`src/rtl/ov5640_capture.sv`:
```
`default_nettype none
// ============================================================================
// Module      : ov5640_capture
// Description : OV5640 DVP capture stage. Idles until the sensor is
//               configured, drops SKIP_FRAMES unstable frames, then packs
//               byte pairs into 16-bit RGB565 pixels with frame markers.
//               Runs entirely on the camera pixel clock.
// Ports       : clk, rst           - pixel clock, synchronous active-high reset
//               cfg_done           - sensor configuration complete (level)
//               cam_vsync/href/data- raw DVP inputs
//               pix_data/vld/sop/eop - packed pixel stream toward the FIFO
//               frame_err          - pulse: previous frame had wrong geometry
//               capturing          - high while in the CAPTURE state
// Revision    : 1.0 - initial release
// ============================================================================
module ov5640_capture #(
   parameter int SKIP_FRAMES = 10,
   parameter int H_PIXELS    = 640,
   parameter int V_LINES     = 480
) (
   input  logic        clk,
   input  logic        rst,
   input  logic        cfg_done,
   input  logic        cam_vsync,
   input  logic        cam_href,
   input  logic [7:0]  cam_data,
   output logic [15:0] pix_data,
   output logic        pix_vld,
   output logic        pix_sop,
   output logic        pix_eop,
   output logic        frame_err,
   output logic        capturing
);

   localparam int COL_W  = $clog2(H_PIXELS + 1);
   localparam int LINE_W = $clog2(V_LINES + 1);
   localparam int SKIP_W = (SKIP_FRAMES > 1) ? $clog2(SKIP_FRAMES) : 1;

   localparam logic [SKIP_W-1:0] SKIP_LAST = SKIP_W'((SKIP_FRAMES > 0) ? SKIP_FRAMES - 1 : 0);
   localparam logic [COL_W-1:0]  COL_FULL  = COL_W'(H_PIXELS);
   localparam logic [COL_W-1:0]  COL_EOP   = COL_W'(H_PIXELS - 1);
   localparam logic [COL_W-1:0]  COL_MAX   = '1;
   localparam logic [LINE_W-1:0] LINE_FULL = LINE_W'(V_LINES);
   localparam logic [LINE_W-1:0] LINE_EOP  = LINE_W'(V_LINES - 1);
   localparam logic [LINE_W-1:0] LINE_MAX  = '1;

   typedef enum logic [1:0] {
      ST_IDLE    = 2'd0,
      ST_SKIP    = 2'd1,
      ST_ALIGN   = 2'd2,
      ST_CAPTURE = 2'd3
   } state_t;

   state_t state_q, state_d;

   // Input stage
   logic        vsync_r1_q, vsync_r2_q, href_r1_q, href_r2_q;
   logic [7:0]  data_r1_q;
   logic        vs_rise, href_fall;

   logic [SKIP_W-1:0] skip_q, skip_d;
   logic              phase_q, phase_d;
   logic [7:0]        hi_q, hi_d;
   logic [COL_W-1:0]  col_q, col_d;
   logic [LINE_W-1:0] line_q, line_d;
   logic              err_q, err_d;          // geometry error seen in current frame
   logic              sop_pend_q, sop_pend_d; // next emitted pixel starts a frame
   logic [15:0]       pix_data_q, pix_data_d;
   logic              pix_vld_q, pix_vld_d;
   logic              pix_sop_q, pix_sop_d;
   logic              pix_eop_q, pix_eop_d;
   logic              frame_err_q, frame_err_d;
   logic              capturing_q, capturing_d;

   assign vs_rise   = vsync_r1_q & ~vsync_r2_q;
   assign href_fall = href_r2_q & ~href_r1_q;

   always_comb begin
      state_d     = state_q;
      skip_d      = skip_q;
      phase_d     = 1'b0;
      hi_d        = hi_q;
      col_d       = col_q;
      line_d      = line_q;
      err_d       = err_q;
      sop_pend_d  = sop_pend_q;
      pix_data_d  = pix_data_q;
      pix_vld_d   = 1'b0;
      pix_sop_d   = 1'b0;
      pix_eop_d   = 1'b0;
      frame_err_d = 1'b0;

      case (state_q)
         ST_IDLE: begin
            skip_d = '0;
            if (cfg_done) begin
               state_d = (SKIP_FRAMES == 0) ? ST_ALIGN : ST_SKIP;
            end
         end
         ST_SKIP: begin
            // The final counted edge also opens the first captured frame.
            if (vs_rise) begin
               if (skip_q == SKIP_LAST) begin
                  state_d = ST_CAPTURE;
                  skip_d  = '0;
               end else begin
                  skip_d = skip_q + 1'b1;
               end
            end
         end
         ST_ALIGN: begin
            if (vs_rise) begin
               state_d = ST_CAPTURE;
            end
         end
         ST_CAPTURE: begin
            if (href_r1_q) begin
               if (!phase_q) begin
                  hi_d    = data_r1_q;
                  phase_d = 1'b1;
               end else begin
                  pix_data_d = {hi_q, data_r1_q};
                  pix_vld_d  = 1'b1;
                  pix_sop_d  = sop_pend_q;
                  sop_pend_d = 1'b0;
                  pix_eop_d  = (col_q == COL_EOP) && (line_q == LINE_EOP);
                  if (col_q >= COL_FULL) begin
                     err_d = 1'b1;
                  end
                  if (col_q != COL_MAX) begin
                     col_d = col_q + 1'b1;
                  end
               end
            end
            // Empty href pulses carry no pixels and are not counted as lines.
            if (href_fall) begin
               col_d = '0;
               if (col_q != '0) begin
                  if ((col_q != COL_FULL) || (line_q >= LINE_FULL)) begin
                     err_d = 1'b1;
                  end
                  if (line_q != LINE_MAX) begin
                     line_d = line_q + 1'b1;
                  end
               end
            end
            // A pixel finishing on this cycle still belongs to the old frame.
            if (vs_rise) begin
               frame_err_d = (line_q != LINE_FULL) || err_q;
               col_d       = '0;
               line_d      = '0;
               err_d       = 1'b0;
               sop_pend_d  = 1'b1;
            end
         end
         default: state_d = ST_IDLE;
      endcase

      if (state_q != ST_CAPTURE) begin
         col_d      = '0;
         line_d     = '0;
         err_d      = 1'b0;
         sop_pend_d = 1'b1;
      end

      // Loss of configuration overrides everything else.
      if (!cfg_done) begin
         state_d     = ST_IDLE;
         skip_d      = '0;
         phase_d     = 1'b0;
         col_d       = '0;
         line_d      = '0;
         err_d       = 1'b0;
         sop_pend_d  = 1'b1;
         pix_data_d  = pix_data_q;
         pix_vld_d   = 1'b0;
         pix_sop_d   = 1'b0;
         pix_eop_d   = 1'b0;
         frame_err_d = 1'b0;
      end

      capturing_d = (state_d == ST_CAPTURE);
   end

   always_ff @(posedge clk) begin
      if (rst) begin
         vsync_r1_q  <= 1'b0;
         vsync_r2_q  <= 1'b0;
         href_r1_q   <= 1'b0;
         href_r2_q   <= 1'b0;
         data_r1_q   <= '0;
         state_q     <= ST_IDLE;
         skip_q      <= '0;
         phase_q     <= 1'b0;
         hi_q        <= '0;
         col_q       <= '0;
         line_q      <= '0;
         err_q       <= 1'b0;
         sop_pend_q  <= 1'b1;
         pix_data_q  <= '0;
         pix_vld_q   <= 1'b0;
         pix_sop_q   <= 1'b0;
         pix_eop_q   <= 1'b0;
         frame_err_q <= 1'b0;
         capturing_q <= 1'b0;
      end else begin
         vsync_r1_q  <= cam_vsync;
         vsync_r2_q  <= vsync_r1_q;
         href_r1_q   <= cam_href;
         href_r2_q   <= href_r1_q;
         data_r1_q   <= cam_data;
         state_q     <= state_d;
         skip_q      <= skip_d;
         phase_q     <= phase_d;
         hi_q        <= hi_d;
         col_q       <= col_d;
         line_q      <= line_d;
         err_q       <= err_d;
         sop_pend_q  <= sop_pend_d;
         pix_data_q  <= pix_data_d;
         pix_vld_q   <= pix_vld_d;
         pix_sop_q   <= pix_sop_d;
         pix_eop_q   <= pix_eop_d;
         frame_err_q <= frame_err_d;
         capturing_q <= capturing_d;
      end
   end

   assign pix_data  = pix_data_q;
   assign pix_vld   = pix_vld_q;
   assign pix_sop   = pix_sop_q;
   assign pix_eop   = pix_eop_q;
   assign frame_err = frame_err_q;
   assign capturing = capturing_q;

endmodule
`default_nettype wire

```
`config.mk`:
```
export PLATFORM = sky130hd
export DESIGN_NAME = ov5640_capture
export DESIGN_NICKNAME = d
export VERILOG_FILES = /design/src/rtl/ov5640_capture.sv
export SDC_FILE = /design/constraint.sdc
export NUM_CORES = 1
export LEC_CHECK = 0
export CAP_MARGIN = 30
export CORE_UTILIZATION = 24
export DETAILED_ROUTE_END_ITERATION = 8
export SKIP_LAST_GASP = 1
export SLEW_MARGIN = 5
export SYNTH_ARGS = -nofsm -noshare
export SYNTH_HDL_FRONTEND = slang
export SYNTH_SLANG_ARGS = --single-unit
```
`constraint.sdc`:
```
create_clock -name clk -period 5.5 [get_ports clk]
set_clock_uncertainty 0.2 [all_clocks]
set_input_delay 1.1 -clock clk [delete_from_list [all_inputs] [get_ports clk]]
set_output_delay 1.1 -clock clk [all_outputs]
set_load 0.02 [all_outputs]
```
# Word-level counts from Yosys, hierarchy flattened
# Cells that the tools add are included.
# Widths: inputs -> output; s select.
# classes
n_addsub	3
magnitude_cmp	2
eq_ne	13
n_mux	29
bitwise	8
reduce_logical	25
# ops
op	n
$mux 10	5
$mux 9	4
$ne 10x10->1 const B	2
$ne 9x9->1 const B	2
$mux 1	12
$reduce_and 4->1	3
$reduce_bool 2->1	6
$add 10x1->10 const B	1
$eq 10x10->1 const B	1
$ge 10x10->1 const B	1
$reduce_bool 10->1	1
$add 9x1->9 const B	1
$eq 9x9->1 const B	1
$ge 9x9->1 const B	1
$reduce_bool 3->1	3
$mux 2	4
$mux 4	2
$pmux 4 s2	1
$reduce_or 4->1	2
$eq 2x2->1 const B	3
$not 1->1	6
$pmux 2 s3	1
$reduce_and 3->1	2
$reduce_or 5->1	1
other kinds (11)	14
# totals
reg_bits	69
in_bits	13
out_inout_bits	21
wordCells	99

# Longest topological paths before layout
# depth
ltp_word	8
depth_mapped	7
mapped_depth_nobuf	6

# Worst setup path after synthesis
# No wires, ideal clock.
# synth_path
path_kind	input port to flip-flop
start	input rst
end	register col_q[7]
setup_time_ps	74
arrival_time_ps	2094
required_ps	5226
path_slack_ps	3132
cell_stages	5
cell_sequence	nand4b_1 -> or3_1 -> buf_2 -> a2111o_1 -> o21ai_0
# synth_via
elab_chain_len	1
# synth_rtl
element	line_no	rtl
from (decl)	22	input logic rst,
$reduce_or 3->1 (no source line)	n/a	
to (signal assigned)	216	col_q <= col_d;
to (decl)	64	logic [COL_W-1:0] col_q, col_d;
# Every way passes these cells.
# A chain may end at the register's enable or synchronous reset.

# Worst setup path after layout
# layout_path
start	input rst
end	register col_q[8]
# The elaborated chain is that of the path after synthesis.

==> metrics.cfg <==
[worst_hold_path]
hold_path_class = reg -> reg
hold_depth = 2

[floorplan]
die_y_um = 112
die_area_um2 = 12600
ios = 34
coreArea_um2 = 11600
initial_utilization_pct = 25.1
row_count = 39
die_width_um = 112

[global_route]
grt_overflow = 0
grt_max_degree = 40
grt_pass1_wl_um = 11000
antenna_found_initial = 0
grt_pass1_vias = 2351
grtUsageTotal_pct = 11.0

[setup_path]
crit_chain = clkdlybuf4s50_1 > buf_4 > nand4b_1 > or3_1 > a2111o_1 > o21ai_0
startpoint_type = primary input
reg2reg_depth = 4
critical_path_class = in -> reg
arrival_ps = 3320
cpPeakStageDelay_ps = 610
worst-path-stages = 6
critical_path.top_delay_family = simple AND/OR/NAND/NOR gates
cp_slowest_cell = or3_1
required_ps = 5560
worst_setup_path_end_kind = flop
critPathMaxFanout = 39
path_buf_inv = 2

[logic_synthesis]
syn_nets = 361
yosys.area_share.simple_pct = 27.1
synth_warnings = 0
synthesis.area_um2 = 2920
synth-xor-area-share_pct = 0.901
synth_top_family_by_area = simple AND/OR/NAND/NOR gates
synth_mux_area_share_pct = 2.74
synth.area.top_cells = dfxtp_1 47%, nand2_1 8.6%, a21oi_1 5.8%
post_synth_fa_ha_maj_area_fraction_pct = 3.00
synth-compound-area-share_pct = 15.5
yosys.area.top_type = dfxtp_1
synthCells = 341
synth_top_area_share_pct = 47.3
ys_ff_latch = 69
synth_flop_cell = dfxtp_1
syn_avg_cell_area_um2 = 8.56
ys_seq_area_share_pct = 47.3
synth_most_common_cell = dfxtp_1
synth_edf_count = 0
synth-async-reset-ratio_pct = 0
netlist_top_cells_count = 69 x dfxtp_1, 67 x nand2_1, 34 x a21oi_1
yosysUniqueCellTypes = 46

[sta]
finalSetupTns_ps = 0
relSlewSlack_pct = 62.7
setup_viol = 0
fmax_ghz = 0.306
report.final.slew_viol_count = 0
hold_slack_ps = 253
post-route-min-period_ps = 3270
finalHoldViolations = 0
worst_slew_pin_slew_ps = 558
setup_slack_ps = 2230
rsz0062_at_grt = false
min_period_over_period_pct = 59.4

[route]
drc_errors = 0
viasPerCell = 4.78
finalWirelength_um = 6440
drtPass1Iterations = 4
drtIter0Drc = 164
num_vias = 2474
antenna_left = 0
wl_per_cell_um = 12.4

[clock_network]
h-tree-depth = 3
cts_root_buf = clkbuf_16
cts.sinks = 69
post_cts_buffers = 0
clock_latency_ps = 330
cts_buffers = 9
cts_buffer_depth = 2
cts_tree = built
ctsResizeCount = 0
postCtsHoldBufs = 0
clk_pin_slew_worst_paths_ps = 60

[place]
gp_congestion = 0.806
preCtsSetupSlack_ps = 1870
dp_hpwl_um = 4490
port_buffers = 33

[cells_and_area]
area_delta_synth_final_pct = 25.9
final_layout_size_suffix_gt1_share_pct = 5.33
antenna_cells = 0
fin_nets = 390

[power]
power_density_nw_per_um2 = 304
ir_worst_vdd_mv = 0.270
p_leak_nw = 1.24

[flow_run]
cap_violations = 0

[run_status]
status = finished clean

cell type report:
cell class                 instances  area, µm²
multi-input combinational        248       1440
fill                            1223       7940
sequential                        69       1380
timing repair buffer              34        338
inverter                           8       30.0
clock inverter                     7       82.6
tap                              143        179
clock buffer                       9        225
kinds of logic after synthesis:
| family | Yosys count |
|---|---|
| simple gates | 159 |
| compound gates | 71 |
| flops | 69 |
| buf+inv | 24 |
| mux | 8 |
| fa+ha+maj | 7 |
| xor+xnor | 3 |
cell usage in the layout (no fill, tap or decap), types with 3 or more instances in the layout:
cell | Yosys | final
nand4_1 | 4 | 4
ha_1 | 7 | 7
clkdlybuf4s50_1 | 0 | 33
nor2b_1 | 14 | 14
o21ai_0 | 7 | 7
a31oi_1 | 3 | 3
clkinv_4 | 0 | 4
and3_1 | 6 | 6
a21oi_1 | 34 | 34
and4_1 | 3 | 3
nor3_1 | 7 | 7
nand3_1 | 11 | 11
a2111o_1 | 3 | 3
nor2_1 | 18 | 18
a211oi_1 | 7 | 7
dfxtp_1 | 69 | 69
nand3b_1 | 3 | 3
clkbuf_16 | 0 | 9
inv_1 | 8 | 8
mux2i_1 | 8 | 8
or3_1 | 8 | 8
nand2_1 | 67 | 67
and2_1 | 5 | 5
nand2b_1 | 3 | 3
metrics by stage:
| stage | power [mW] | utilization [%] | cells | instance area, µm² |
|---|---|---|---|---|
| finish | 1.12 | 31.6 | 518 | 3670 |
| global placement | 0.544 | 29.0 | 502 | 3370 |
| floorplan | 0.532 | - | 341 | 2920 |
| detailed placement | 0.545 | 29.0 | 502 | 3370 |
| global route | 1.16 | 31.6 | 518 | 3670 |
| CTS | 1.13 | 31.6 | 518 | 3670 |
per-layer routing:
| metal | vias to the layer above | GRT usage (%) | share of wire, % | routed length (µm) |
|---|---|---|---|---|
| met3 | 6 | 2.70 | 4.6 | 294 |
| li1 | 1264 | - | - | - |
| met1 | 1147 | 13.7 | 49 | 3130 |
| met5 | - | 0 | 0 | 0 |
| met2 | 57 | 17.3 | 46 | 2960 |
| met4 | 0 | 5.96 | 0.98 | 63 |
tightest hold or removal path: stages, from the launching register on:
cell	delay, ps
dfxtp_1	310
nand2_1	50
a21oi_1	50
report_power, final:
group          switching [mW]  internal (mW)  total, mW
registers             0.00352          0.505      0.508
logic                  0.0127         0.0126     0.0253
clock network           0.226          0.357      0.583
sequential cells by signal (all words and copies together), names as in the netlist, 2 cells and up:
signal and flops:
pix_data 16, hi_q 8, col_q 10, skip_q 4, data_r1_q 8, state_q 2
line_q 9
path summary, 6_finish.rpt:
check | startpoint | end | slack, ps
setup / recovery | rst | col_q[8]$_SDFFE_PP0P_ | 2230
hold / removal | data_r1_q[4]$_SDFF_PP0_ | hi_q[4]$_SDFFE_PP0P_ | 250
setup reg to reg | state_q[1]$_SDFF_PP0_ | col_q[8]$_SDFFE_PP0P_ | 3160
hold reg to reg | data_r1_q[4]$_SDFF_PP0_ | hi_q[4]$_SDFFE_PP0P_ | 250
(Power assumes the default switching activity.)
